===== src/rtl/txe_pkg.sv =====
// Shared encodings for the transmit packet memory reader.
package txe_pkg;

  localparam logic [1:0] StIdle  = 2'd0;
  localparam logic [1:0] StFetch = 2'd1;
  localparam logic [1:0] StSend  = 2'd2;
  localparam logic [1:0] StDone  = 2'd3;

  // Minimum Ethernet frame length (without CRC) used when padding is built in.
  localparam int unsigned TXE_MINLEN = 60;

endpackage


===== src/rtl/txeread_if.sv =====
// Command, memory-read and byte-stream signals of the transmit packet reader.
interface txeread_if #(
  parameter int unsigned AW = 12
);
  logic          i_ce;
  logic          i_cmd;
  logic [AW+1:0] i_len;
  logic          o_busy;
  logic          o_rd;
  logic [AW-1:0] o_raddr;
  logic [31:0]   i_rdata;
  logic          o_v;
  logic [7:0]    o_d;

  modport master (
    input  i_ce, i_cmd, i_len, i_rdata,
    output o_busy, o_rd, o_raddr, o_v, o_d
  );

  modport slave (
    output i_ce, i_cmd, i_len, i_rdata,
    input  o_busy, o_rd, o_raddr, o_v, o_d
  );
endinterface


===== src/rtl/txeserial.sv =====
// Word-to-byte lane shifter: current word in sreg, prefetched next word in nbuf.
module txeserial (
  input  logic        clk,
  input  logic        rst,
  input  logic        load,
  input  logic        capture,
  input  logic        shift,
  input  logic        reload,
  input  logic [31:0] rdata,
  output logic [7:0]  top_byte
);

  logic [31:0] sreg_q;
  logic [31:0] nbuf_q;

  always_ff @(posedge clk or posedge rst) begin
    if (rst) begin
      sreg_q <= '0;
      nbuf_q <= '0;
    end else begin
      if (load) begin
        sreg_q <= rdata;
      end else if (reload) begin
        sreg_q <= nbuf_q;
      end else if (shift) begin
        sreg_q <= {sreg_q[23:0], 8'h00};
      end
      if (capture) begin
        nbuf_q <= rdata;
      end
    end
  end

  assign top_byte = sreg_q[31:24];

endmodule


===== src/rtl/txeread.sv =====
// Transmit packet memory reader: fetches 32-bit words and emits bytes MSB first on i_ce.
// Define TXEREAD_PAD_EN to zero-pad short packets up to TXE_MINLEN bytes.
module txeread
  import txe_pkg::*;
#(
  parameter int unsigned AW = 12
) (
  input logic        i_clk,
  input logic        i_reset,
  txeread_if.master  bus
);

  localparam int unsigned LW = AW + 2;

  logic [1:0]    state_q, state_d;
  logic [LW-1:0] len_q, len_d;
  logic [LW-1:0] cnt_q, cnt_d;
  logic          busy_q, busy_d;
  logic          rd_q, rd_d;
  logic [AW-1:0] raddr_q, raddr_d;
  logic          rvalid_q;
  logic          v_q, v_d;
  logic [7:0]    d_q, d_d;
  logic          load, capture, shift, reload;
  logic [7:0]    top_byte, byte_out;
  logic [LW-1:0] last_idx;
  logic [LW:0]   next_byte;

  // One extra bit so the word after the last addressable word compares correctly.
  assign next_byte = {1'b0, cnt_q[LW-1:2], 2'b00} + (LW+1)'(4);

`ifdef TXEREAD_PAD_EN
  logic [LW-1:0] tot_q, tot_d;

  always_ff @(posedge i_clk or posedge i_reset) begin
    if (i_reset) tot_q <= '0;
    else         tot_q <= tot_d;
  end

  assign last_idx = tot_q - LW'(1);
  assign byte_out = (cnt_q < len_q) ? top_byte : 8'h00;
`else
  assign last_idx = len_q - LW'(1);
  assign byte_out = top_byte;
`endif

  always_comb begin
    state_d = state_q;
    len_d   = len_q;
    cnt_d   = cnt_q;
    busy_d  = busy_q;
    rd_d    = 1'b0;
    raddr_d = raddr_q;
    v_d     = v_q;
    d_d     = d_q;
    load    = 1'b0;
    capture = 1'b0;
    shift   = 1'b0;
    reload  = 1'b0;
`ifdef TXEREAD_PAD_EN
    tot_d   = tot_q;
`endif
    unique case (state_q)
      StIdle: begin
        if (bus.i_cmd && (bus.i_len != '0)) begin
          len_d   = bus.i_len;
`ifdef TXEREAD_PAD_EN
          tot_d   = (bus.i_len < LW'(TXE_MINLEN)) ? LW'(TXE_MINLEN) : bus.i_len;
`endif
          cnt_d   = '0;
          busy_d  = 1'b1;
          rd_d    = 1'b1;
          raddr_d = '0;
          state_d = StFetch;
        end
      end
      StFetch: begin
        if (rvalid_q) begin
          load    = 1'b1;
          state_d = StSend;
        end
      end
      StSend: begin
        capture = rvalid_q;
        if (bus.i_ce) begin
          v_d   = 1'b1;
          d_d   = byte_out;
          cnt_d = cnt_q + LW'(1);
          // Prefetch the next word as the first byte of the current one goes out.
          if ((cnt_q[1:0] == 2'd0) && (next_byte < {1'b0, len_q})) begin
            rd_d    = 1'b1;
            raddr_d = next_byte[LW-1:2];
          end
          if (cnt_q[1:0] == 2'd3) reload = 1'b1;
          else                    shift  = 1'b1;
          if (cnt_q == last_idx) state_d = StDone;
        end
      end
      StDone: begin
        if (bus.i_ce) begin
          v_d     = 1'b0;
          busy_d  = 1'b0;
          state_d = StIdle;
        end
      end
    endcase
  end

  always_ff @(posedge i_clk or posedge i_reset) begin
    if (i_reset) begin
      state_q  <= StIdle;
      len_q    <= '0;
      cnt_q    <= '0;
      busy_q   <= 1'b0;
      rd_q     <= 1'b0;
      raddr_q  <= '0;
      rvalid_q <= 1'b0;
      v_q      <= 1'b0;
      d_q      <= '0;
    end else begin
      state_q  <= state_d;
      len_q    <= len_d;
      cnt_q    <= cnt_d;
      busy_q   <= busy_d;
      rd_q     <= rd_d;
      raddr_q  <= raddr_d;
      rvalid_q <= rd_q;
      v_q      <= v_d;
      d_q      <= d_d;
    end
  end

  txeserial u_serial (
    .clk      (i_clk),
    .rst      (i_reset),
    .load     (load),
    .capture  (capture),
    .shift    (shift),
    .reload   (reload),
    .rdata    (bus.i_rdata),
    .top_byte (top_byte)
  );

  assign bus.o_busy  = busy_q;
  assign bus.o_rd    = rd_q;
  assign bus.o_raddr = raddr_q;
  assign bus.o_v     = v_q;
  assign bus.o_d     = d_q;

endmodule

===== src/flat_wrapper.sv =====
// flat-port wrapper written by rule: the top's interface ports become plain ports
module txeread_flat import txe_pkg::*;
#(
  parameter int unsigned AW = 12
)
  (i_clk, i_reset, bus_i_ce, bus_i_cmd, bus_i_len, bus_i_rdata, bus_o_busy, bus_o_rd, bus_o_raddr, bus_o_v, bus_o_d);
  txeread_if #(.AW(AW)) bus_i ();
  input logic i_clk;
  input logic i_reset;
  input wire logic [$bits(bus_i.i_ce)-1:0] bus_i_ce;
  input wire logic [$bits(bus_i.i_cmd)-1:0] bus_i_cmd;
  input wire logic [$bits(bus_i.i_len)-1:0] bus_i_len;
  input wire logic [$bits(bus_i.i_rdata)-1:0] bus_i_rdata;
  output wire logic [$bits(bus_i.o_busy)-1:0] bus_o_busy;
  output wire logic [$bits(bus_i.o_rd)-1:0] bus_o_rd;
  output wire logic [$bits(bus_i.o_raddr)-1:0] bus_o_raddr;
  output wire logic [$bits(bus_i.o_v)-1:0] bus_o_v;
  output wire logic [$bits(bus_i.o_d)-1:0] bus_o_d;
  assign bus_i.i_ce = bus_i_ce;
  assign bus_i.i_cmd = bus_i_cmd;
  assign bus_i.i_len = bus_i_len;
  assign bus_i.i_rdata = bus_i_rdata;
  assign bus_o_busy = bus_i.o_busy;
  assign bus_o_rd = bus_i.o_rd;
  assign bus_o_raddr = bus_i.o_raddr;
  assign bus_o_v = bus_i.o_v;
  assign bus_o_d = bus_i.o_d;
  txeread #(.AW(AW)) u_core (.i_clk(i_clk), .i_reset(i_reset), .bus(bus_i));
endmodule

===== config.mk =====
export PLATFORM = sky130hd
export DESIGN_NAME = txeread_flat
export DESIGN_NICKNAME = d
export VERILOG_FILES = /design/src/rtl/txe_pkg.sv /design/src/rtl/txeread_if.sv /design/src/rtl/txeserial.sv /design/src/rtl/txeread.sv /design/src/flat_wrapper.sv
export SDC_FILE = /design/constraint.sdc
export NUM_CORES = 1
export LEC_CHECK = 0
export CAP_MARGIN = 15
export CORE_ASPECT_RATIO = 1.1
export CORE_UTILIZATION = 35
export CTS_CLUSTER_DIAMETER = 60
export CTS_CLUSTER_SIZE = 28
export DETAILED_ROUTE_END_ITERATION = 10
export SYNTH_ARGS = -nofsm -noshare
export SYNTH_HDL_FRONTEND = slang
export SYNTH_HIERARCHICAL = 1
export SYNTH_SLANG_ARGS = --single-unit
export TNS_END_PERCENT = 1

===== constraint.sdc =====
create_clock -name i_clk -period 5.3 [get_ports i_clk]
set_input_delay 0.53 -clock i_clk [delete_from_list [all_inputs] [get_ports i_clk]]
set_output_delay 0.53 -clock i_clk [all_outputs]
set_load 0.03 [all_outputs]

==> results by group, run 1 <==
GRT
  • Met3 Track Usage GR: 0.0443
  • Gr busiest metal: met2
  • Global-route wire length before repair: 25400 microns
  • Number of global-route vias before repair: 4958
  • Total GRT Usage: 0.177
  • Congestion Overflow GR: 0
  • Grt met2 use: 0.316
  • Initial antenna violation count: 0
  • Met1 Use GR: 0.202
  • Largest net degree at the start of global routing: 66

CTS
  • Worst-Skew Late Latency: 410 ps
  • CTS max path bufs: 2
  • CTS buffer count: 17
  • CTS tree: done
  • H-Tree Depth: 4
  • Post-CTS resize count: 0
  • Clock transition at path regs: 50 ps
  • Hold Buf Count CTS: 0
  • Clock Sinks: 118
  • Setup Fix Bufs, Post-CTS: 0
  • CTS root buf: clkbuf_16

Drt
  • Routed via count: 4827
  • DRC viols: 0
  • Initial DRC count: 272
  • Routed Antenna Nets: 0
  • Mean number of vias per cell: 5.44
  • Drt wl/cell: 17.5 microns
  • Detailed Route WL: 15500 microns
  • First drt pass iteration count: 4

Logic synthesis
  • Average size of a mapped cell: 10.8 sq um
  • Sequential area share after synthesis: 0.461
  • Synth unique cells: 62
  • Post-synthesis async set-or-reset flop share: 1.00
  • Xor and xnor area share after synthesis: 0.0410
  • Post-synthesis mux area share: 0.0968
  • Synth top area cells: dfrtp_1 46%, mux2_2 9.1%, a22oi_1 5.4%
  • Simple-Gate Fraction of Synth Area: 0.125
  • Post-Syn Area: 0.00640 sq mm
  • Syn Inst Count: 592
  • Primary FF master, synth: dfrtp_1
  • Leading area contributor after synthesis: dfrtp_1
  • Number of synthesized flops with an enable pin: 0
  • Main combinational cell family by area after synthesis: compound AO/OA/AOI/OAI gates
  • Seq cells post-synth: 118
  • Compound-gate portion of the synthesized area: 0.170
  • YS warnings: 6
  • Synth Area in Adders: 0.0391
  • Share of the synthesized area in the top cell type: 0.461
  • Syn_nets: 662

Final layout
  • Fin nets: 708
  • Register area: 0.00295 sq mm
  • Final core utilization: 0.436
  • Area of the multi-input gates: 0.00303 sq mm
  • Fillers: 1660
  • P&R area growth vs syn: 21.3%
  • Share of cells above drive strength 1: 0.168
  • Diodes inserted: 0

Power
  • Max rail drop VDD: 272 uV
  • Sw power: 1.48 mW
  • Switching portion of total power: 0.358
  • Power consumption: 4.13 mW
  • Combinational share of power: 0.334
  • Clock Power Share: 0.293
  • Leak: 3.23 nW
  • Pint: 2.65 mW
  • Sequential power share: 0.374
  • Pwr per Cell Area: 532 mW/mm^2

Run status
  • Status: completed

Timing
  • Final Max Tran Viols: 0
  • Fin. Hold Viols: 0
  • Setup TNS: 0 ps
  • Setup Viol. Count Final: 0
  • RSZ-0062 raised after global routing: false
  • Tightest Pin Transition: 1030 ps
  • Final WS setup: 1670 ps
  • Fmax: 275 MHz
  • Final hold slack: 444 ps
  • Rel. slew slack: 0.314
  • Clock skew: 11.0 ps
  • Final min period: 3630 ps
  • Fin crit share: 0.685

Worst setup path
  • Worst setup path category: flop to flop
  • Crit path largest cell delay: 490 ps
  • Critical path peak fanout: 13
  • CP arrival: 3920 ps
  • Worst reg2reg path depth: 12
  • CP Launch Type: flop
  • Cells along the critical path: ha_1 -> nand3_1 -> nor2_1 -> nand2_1 -> nor2_1 -> xor2_1 -> ha_1 -> a21oi_1 -> nor2b_1 -> a2111oi_2 -> nand2b_1 -> a311o_1
  • Worst EP required: 5590 ps
  • Critical path endpoint category: flop
  • CP max stage cell: dfrtp_1

Floorplan
  • Cell Rows: 51
  • Die Height: 144 microns
  • Ports: 73
  • Core box area: 0.0178 sq mm
  • Initial Utilization: 0.360
  • Die X: 131 microns
  • Die Area: 0.0188 sq mm

Min path
  • Hold path depth: 0
  • Hold crit path type: flop to flop

Place
  • Gpl congestion: 0.871
  • Detailed placer's ending HPWL: 10900 microns
  • PortBufs: 72
  • Setup Slack @ Placement: 1690 ps

Run
  • Max cap viols: 0
-- registers in the layout (all words and copies together), names as in the netlist --
name,flops
u_core/u_serial/nbuf_q,32
u_core/u_serial/sreg_q,32
u_core/cnt_q,14
u_core/len_q,14
u_core/bus.o_raddr,12
u_core/bus.o_d,8
u_core/state_q,2
u_core/bus.o_busy,1
u_core/bus.o_rd,1
u_core/bus.o_v,1
u_core/rvalid_q,1
-- critical path: cells and delay by family (launching register included) --
kind | cells | cell delay, ps
AND/OR/NAND/NOR | 6 | 1260
XOR/XNOR | 1 | 190
adder cells (fa/ha/maj) | 2 | 540
flip-flops | 1 | 490
AO/OA/AOI/OAI | 3 | 1030
-- path summary, 6_finish.rpt --
kind	from	end	slack, ps
setup / recovery	u_core/cnt_q[2]$_DFFE_PP0P_	u_core/bus.o_raddr[11]$_DFFE_PP0P_	1670
hold / removal	u_core/bus.o_rd$_DFF_PP0_	u_core/rvalid_q$_DFF_PP0_	440
setup reg to reg	u_core/cnt_q[2]$_DFFE_PP0P_	u_core/bus.o_raddr[11]$_DFFE_PP0P_	1670
hold reg to reg	u_core/bus.o_rd$_DFF_PP0_	u_core/rvalid_q$_DFF_PP0_	440
max in group asynchronous	i_reset	u_core/u_serial/sreg_q[28]$_DFFE_PP0P_	4040
min in group asynchronous	i_reset	u_core/bus.o_d[0]$_DFFE_PP0P_	670
-- per-stage QoR --
step / std cells / area (sq um)
floorplan: 592 / 6400
global placement: 857 / 7150
detailed placement: 857 / 7150
CTS: 888 / 7770
global route: 888 / 7770
finish: 888 / 7770
-- routing by layer --
metal,wire (microns),part of all wire
met5,0,0
met4,344,0.022
met3,762,0.049
met2,8140,0.52
met1,6290,0.40
-- synthesized netlist by cell type (2+ instances only) --
library cell	number
nor3_1	5
a311o_1	8
nor4_1	3
a21o_1	3
mux2_1	3
o31ai_1	3
a211oi_1	3
nor2b_1	9
o2111ai_1	2
ha_1	20
and3_1	4
nand4_1	8
nor4b_1	9
dfrtp_1	118
inv_1	28
buf_6	9
a31oi_1	2
or3_1	8
nor2_1	21
o21ai_1	18
buf_4	12
a22oi_1	46
nor3b_1	9
a22oi_2	2
buf_2	12
xor2_1	15
nand3_1	15
a221oi_1	2
a41oi_1	2
mux2_2	52
a21oi_1	23
and2_1	4
nand2b_1	3
xnor2_1	15
nand2_1	22
o21ai_0	30
clkbuf_1	17
o21ai_2	2
and4_1	2
-- cells by family after synthesis --
family / after synthesis
AOI/OAI and AO/OA: 158
and+or+nand+nor: 132
DFF: 118
buffers and inverters: 79
muxes: 55
xor gates and xnor gates: 30
adders and majority gates: 20
-- power groups by stage --
stage | registers [mW] | clock network [mW] | logic, mW
final | 1.54 | 1.21 | 1.38
after global placement | 1.54 | 0 | 1.33
after global routing | 1.59 | 1.28 | 1.53
after floorplan | 1.49 | 0 | 1.08
after CTS | 1.54 | 1.24 | 1.39
after detailed placement | 1.56 | 0 | 1.38
-- layout by cell type, fill, tap and decap left out, drive strengths merged, types with 19 or more instances in the layout --
master	n
nor2	21
dfrtp	118
clkbuf	19
a22oi	48
inv	30
nand2	22
clkdlybuf4s50	72
a21oi	24
ha	20
mux2	55
o21ai	50
-- cell type report --
class,instances,share of cell area
clock buffers,19,0.0570
well taps,238,0.0383
flip-flops and latches,118,0.380
inverters,28,0.0135
clock inverters,12,0.0227
repair buffers,78,0.0986
multi-input cells,395,0.390
Note: power is estimated with default switching activity, not from simulation.
==> inputs of run 2 (changes only) <==
==> constraint.sdc (replaced) <==
create_clock -name i_clk -period 3 [get_ports i_clk]
set_input_delay 0.3 -clock i_clk [delete_from_list [all_inputs] [get_ports i_clk]]
set_output_delay 0.3 -clock i_clk [all_outputs]
set_load 0.03 [all_outputs]
==> run 2 against run 1 <==
Flip-flop and latch count unchanged. Routed wire length rose by 6.5%. Sequential power is 75% higher. Critical path depth did not move. Via count increased by 2.2%. Non-clock buffer count is 32 higher. Critical path type unchanged. Critical endpoint is now u_core/bus.o_raddr[8]$_DFFE_PP0P_. Largest power group unchanged.
==> results by group, run 2 (synthesized netlist as in run 1, its figures left out) <==
Floorplan
  • Cell Rows: 51
  • Die Height: 144 microns
  • Die X: 131 microns
  • Die Area: 0.0188 sq mm
  • Initial Utilization: 0.360
  • Core box area: 0.0178 sq mm
  • Ports: 73

CTS
  • Clock Sinks: 118
  • CTS max path bufs: 2
  • CTS tree: done
  • Hold Buf Count CTS: 0
  • Clock transition at path regs: 60 ps
  • CTS buffer count: 17
  • Worst-Skew Late Latency: 420 ps
  • CTS root buf: clkbuf_16
  • H-Tree Depth: 4

Final layout
  • Fin nets: 740
  • Final std cells w/o fill: 921
  • Commonest non-fill, non-tap cell in the layout: dfrtp_1
  • Diodes inserted: 0
  • Largest registers: u_core/u_serial/nbuf_q (32), u_core/u_serial/sreg_q (32)
  • P&R area growth vs syn: 27.3%
  • Commonest non-fill, non-tap cells in the layout: 118 x dfrtp_1, 72 x clkdlybuf4s50_1, 52 x mux2_2
  • Share of cells above drive strength 1: 0.233

Worst setup path
  • CP Launch Type: flop
  • Cells along the critical path: buf_6 -> and3_1 -> nand3_2 -> or2_4 -> nor2_4 -> xnor2_2 -> ha_1 -> nor2b_1 -> a2111oi_4 -> buf_4 -> nand2b_4 -> a311o_1
  • CP arrival: 3170 ps
  • Largest delay share family, worst path: simple AND/OR/NAND/NOR gates
  • Buf/Inv on CP: 2
  • CP max stage cell: dfrtp_1
  • Critical path peak fanout: 9
  • Worst EP required: 3290 ps
  • Critical path endpoint category: flop
  • Worst setup path category: flop to flop
  • Crit path largest cell delay: 380 ps

Drt
  • First drt pass iteration count: 5
  • DRC viols: 0
  • Drt wl/cell: 18.0 microns
  • Mean number of vias per cell: 5.36
  • Detailed Route WL: 16500 microns
  • Initial DRC count: 299
  • Routed via count: 4933
  • Routed Antenna Nets: 0

Run
  • Max cap viols: 0

Power
  • Max rail drop VDD: 494 uV
  • Combinational share of power: 0.347
  • Pwr per Cell Area: 934 mW/mm^2
  • Clock Power Share: 0.298
  • Leak: 3.45 nW
  • Sw power: 2.73 mW
  • Sequential power share: 0.355
  • Switching portion of total power: 0.359
  • Pint: 4.88 mW

Place
  • Placed cell count: 887
  • Gpl congestion: 0.865
  • Detailed placer's ending HPWL: 11800 microns
  • Setup Slack @ Placement: -145 ps
  • PortBufs: 72

Timing
  • RSZ-0062 raised after global routing: true
  • Fin. Hold Viols: 0
  • Rel. slew slack: 0.299
  • Tightest Pin Transition: 1050 ps
  • Fin crit share: 0.960
  • Setup Viol. Count Final: 0
  • Final WS setup: 119 ps
  • Clock skew: 7.97 ps
  • Final Max Tran Viols: 0
  • Fmax: 347 MHz
  • Final min period: 2880 ps

GRT
  • Congestion Overflow GR: 0
  • Global-route wire length before repair: 25900 microns
  • Total GRT Usage: 0.184
  • Initial antenna violation count: 0
  • Largest net degree at the start of global routing: 65
  • Number of global-route vias before repair: 4976

Min path
  • Hold crit path type: primary input to asynchronous set/reset pin

Run status
  • Status: completed
-- run 2: final cells by class --
class	instances	area, sq um
fill	1625	9650
tap	238	298
clock inverter	14	223
clock buffer	18	429
timing repair buffer	110	1020
inverter	28	105
sequential	118	2950
multi-input combinational	395	3120
-- run 2: timing repair --
action,4_1_cts,5_1_grt
pin swaps,1,9
gates resized for setup,6,12
setup endpoints to repair,13,12
setup buffers,0,2
-- run 2: worst reg2reg max path: stages (launching register included) --
cell and delay (ps):
dfrtp_1 380, buf_6 150, and3_1 170, nand3_2 80, or2_4 270, nor2_4 130, xnor2_2 130, ha_1 260
nor2b_1 160, a2111oi_4 360, buf_4 190, nand2b_4 100, a311o_1 380
-- run 2: layer usage --
layer  GRT usage  share of wire  vias to the layer above
li1            -              -                     2311
met1       0.210           0.41                     2499
met2       0.327           0.52                      103
met3      0.0469          0.047                       20
met4      0.0696          0.020                        0
met5           0              0                        -
-- run 2: power by group through the flow --
stage | registers [mW] | logic, mW | clock network [mW]
finish | 2.70 | 2.64 | 2.27
global route | 2.78 | 2.88 | 2.37
CTS | 2.71 | 2.62 | 2.31
detailed placement | 2.72 | 2.57 | 0
global placement | 2.70 | 2.50 | 0
floorplan | 2.64 | 1.91 | 0
-- run 2: path summary, 6_finish.rpt --
kind / startpoint / end / slack [ps] / depth (start not counted)
max reg2reg: u_core/cnt_q[2]$_DFFE_PP0P_ / u_core/bus.o_raddr[8]$_DFFE_PP0P_ / 120 / 12
max in group asynchronous: i_reset / u_core/u_serial/sreg_q[13]$_DFFE_PP0P_ / 2000 / 3
min: i_reset / u_core/bus.o_d[7]$_DFFE_PP0P_ / 200 / 2
min in group i_clk: bus_i_rdata[6] / u_core/u_serial/sreg_q[6]$_DFFE_PP0P_ / 470 / 3
max: u_core/cnt_q[2]$_DFFE_PP0P_ / u_core/bus.o_raddr[8]$_DFFE_PP0P_ / 120 / 12
min reg2reg: u_core/bus.o_rd$_DFF_PP0_ / u_core/rvalid_q$_DFF_PP0_ / 490 / 0
-- run 2: metrics by stage --
stage | cell area [sq um] | setup TNS, ps | power [mW] | util | hold WS, ps
2_1_floorplan | 6410 | 0 | 4.54 | - | 390
3_3_place_gp | 7390 | 0 | 5.20 | 0.415 | 470
3_5_place_dp | 7390 | -1540 | 5.30 | 0.415 | 464
4_1_cts | 8080 | 0 | 7.64 | 0.454 | 213
5_1_grt | 8150 | -160 | 8.03 | 0.458 | 226
6_report | 8150 | 0 | 7.61 | 0.458 | 204
==> inputs of run 3 (changes only) <==
--- a/config.mk
+++ b/config.mk
@@ -8,6 +8,7 @@
 export CAP_MARGIN = 15
 export CORE_ASPECT_RATIO = 1.1
 export CORE_UTILIZATION = 35
+export CTS_BUF_LIST = sky130_fd_sc_hd__clkbuf_4 sky130_fd_sc_hd__clkbuf_8
 export CTS_CLUSTER_DIAMETER = 60
 export CTS_CLUSTER_SIZE = 28
 export DETAILED_ROUTE_END_ITERATION = 10
==> run 3 against run 2 <==
Critical path depth rose by 1. Cell area down 0.81%. Clock skew is essentially flat. Final cell count is the same. Critical endpoint is now u_core/bus.o_raddr[5]$_DFFE_PP0P_. Worst setup slack got worse by 32 ps. Utilization down 0.37 points. First-iteration DRC count up 3.0%.
==> results by group, run 3 (synthesized netlist as in run 1, its figures left out) <==
CTS
  • Worst-Skew Late Latency: 430 ps
  • Clock transition at path regs: 70 ps
  • CTS max path bufs: 2
  • CTS buffer count: 17
  • CTS tree: done
  • Hold Buf Count CTS: 0
  • H-Tree Depth: 4
  • CTS root buf: clkbuf_8
  • Clock Sinks: 118

Floorplan
  • Die Height: 144 microns
  • Core box area: 0.0178 sq mm
  • Cell Rows: 51
  • Die Area: 0.0188 sq mm
  • Die X: 131 microns
  • Ports: 73
  • Initial Utilization: 0.360

GRT
  • Largest net degree at the start of global routing: 65
  • Global-route wire length before repair: 25700 microns
  • Number of global-route vias before repair: 4976
  • Initial antenna violation count: 0
  • Total GRT Usage: 0.180
  • Congestion Overflow GR: 0

Power
  • Sequential power share: 0.377
  • Switching portion of total power: 0.383
  • Clock Power Share: 0.239
  • Power consumption: 7.16 mW
  • Leak: 3.37 nW
  • Pint: 4.42 mW
  • Combinational share of power: 0.384
  • Max rail drop VDD: 463 uV
  • Pwr per Cell Area: 886 mW/mm^2
  • Sw power: 2.74 mW

Timing
  • Setup Viol. Count Final: 0
  • Final hold slack: 200 ps
  • Tightest Pin Transition: 1070 ps
  • Rel. slew slack: 0.286
  • Fmax: 343 MHz
  • Final min period: 2910 ps
  • Fin. Hold Viols: 0
  • Clock skew: 7.61 ps
  • RSZ-0062 raised after global routing: true
  • Final Max Tran Viols: 0
  • Fin crit share: 0.971

Final layout
  • P&R area growth vs syn: 26.3%
  • Largest registers: u_core/u_serial/nbuf_q (32), u_core/u_serial/sreg_q (32)
  • Register area: 0.00295 sq mm
  • Fillers: 1635
  • Diodes inserted: 0
  • Area of the multi-input gates: 0.00324 sq mm
  • Fin nets: 740
  • Share of cells above drive strength 1: 0.243
  • Final std cells w/o fill: 921
  • Final Cell Area: 0.00808 sq mm
  • Commonest non-fill, non-tap cells in the layout: 118 x dfrtp_1, 72 x clkdlybuf4s50_1, 52 x mux2_2
  • Commonest non-fill, non-tap cell in the layout: dfrtp_1

Drt
  • Metal2 WL: 8440 microns
  • Drt wl/cell: 17.8 microns
  • First drt pass iteration count: 4
  • Mean number of vias per cell: 5.31
  • Top Layer Used: met4
  • Detailed Route WL: 16400 microns
  • Initial DRC count: 308
  • DRC viols: 0
  • M1 WL: 6840 microns
  • Routed via count: 4892
  • Met3 wire length: 753 microns
  • Routed Antenna Nets: 0

Place
  • Area post-placement: 0.00739 sq mm
  • PortBufs: 72
  • Detailed placer's ending HPWL: 11800 microns
  • Placed cell count: 887
  • Gpl congestion: 0.865

Run
  • Max cap viols: 0

Worst setup path
  • CP max stage cell: dfrtp_1
  • Buf/Inv on CP: 2
  • Worst setup path category: flop to flop
  • CP Launch Type: flop
  • Crit path largest cell delay: 390 ps
  • Largest delay share family, worst path: simple AND/OR/NAND/NOR gates
  • Critical path endpoint category: flop
  • Critical path peak fanout: 8
  • Cells along the critical path: buf_6 -> and3_1 -> nand3_2 -> or2_4 -> nor2_2 -> xnor2_2 -> ha_1 -> nor2b_1 -> a2111oi_4 -> buf_4 -> nand2_8 -> nor4b_4 -> a311o_1
  • CP arrival: 3270 ps
  • Worst EP required: 3360 ps

Min path
  • Hold crit path type: primary input to asynchronous set/reset pin

Run status
  • Status: completed
run 3: cell counts in the layout (fill, tap and decap cells not counted):
No cell type changed its count.
run 3: final timing paths:
check                      slack [ps]                                endpoint  cells after the start                         from
setup / recovery                   90       u_core/bus.o_raddr[5]$_DFFE_PP0P_                     13  u_core/cnt_q[2]$_DFFE_PP0P_
hold / removal                    200           u_core/bus.o_d[7]$_DFFE_PP0P_                      2                      i_reset
setup reg to reg                   90       u_core/bus.o_raddr[5]$_DFFE_PP0P_                     13  u_core/cnt_q[2]$_DFFE_PP0P_
hold reg to reg                   480               u_core/rvalid_q$_DFF_PP0_                      0    u_core/bus.o_rd$_DFF_PP0_
max in group asynchronous        2020  u_core/u_serial/sreg_q[21]$_DFFE_PP0P_                      3                      i_reset
min in group i_clk                460   u_core/u_serial/sreg_q[4]$_DFFE_PP0P_                      3               bus_i_rdata[4]
run 3: per-layer routing:
layer  global-route usage  up-vias
met5                    0        -
met4               0.0538        0
met3               0.0551       23
met2                0.320       92
met1                0.206     2473
li1                     -     2304
run 3: repair_timing:
item,CTS,global route
endpoints found under the setup margin,13,12
pin swaps,1,11
setup buffers,0,2
resized for setup,6,28
run 3: power by group through the flow:
stage	clock, mW	combinational, mW	sequential [mW]
after floorplan	0	1.91	2.64
after global placement	0	2.50	2.70
after detailed placement	0	2.57	2.72
after CTS	1.75	2.62	2.70
after global routing	1.82	2.99	2.77
final	1.71	2.75	2.70
run 3: metrics by stage:
stage                     utilization  setup TNS [ps]  setup WS (ps)
final                           0.454               0           87.1
after global routing            0.454            -640          -89.4
after CTS                       0.443               0           74.6
after detailed placement        0.415           -1540           -145
after global placement          0.415               0           3.19
after floorplan                     -               0           7.45
run 3: layout make-up:
class	instances	share of cell area
Multi-Input combinational cell	395	0.401
Clock buffer	18	0.0299
Tap cell	238	0.0368
Clock inverter	14	0.0275
Inverter	28	0.0130
Sequential cell	118	0.365
Timing Repair Buffer	110	0.127
run 3: worst reg2reg max path, cell delays in order (launching register included):
cell       delay [ps]
dfrtp_1           390
buf_6             150
and3_1            170
nand3_2            90
or2_4             260
nor2_2            140
xnor2_2           140
ha_1              270
nor2b_1           170
a2111oi_4         320
buf_4             210
nand2_8           110
nor4b_4           270
a311o_1           160
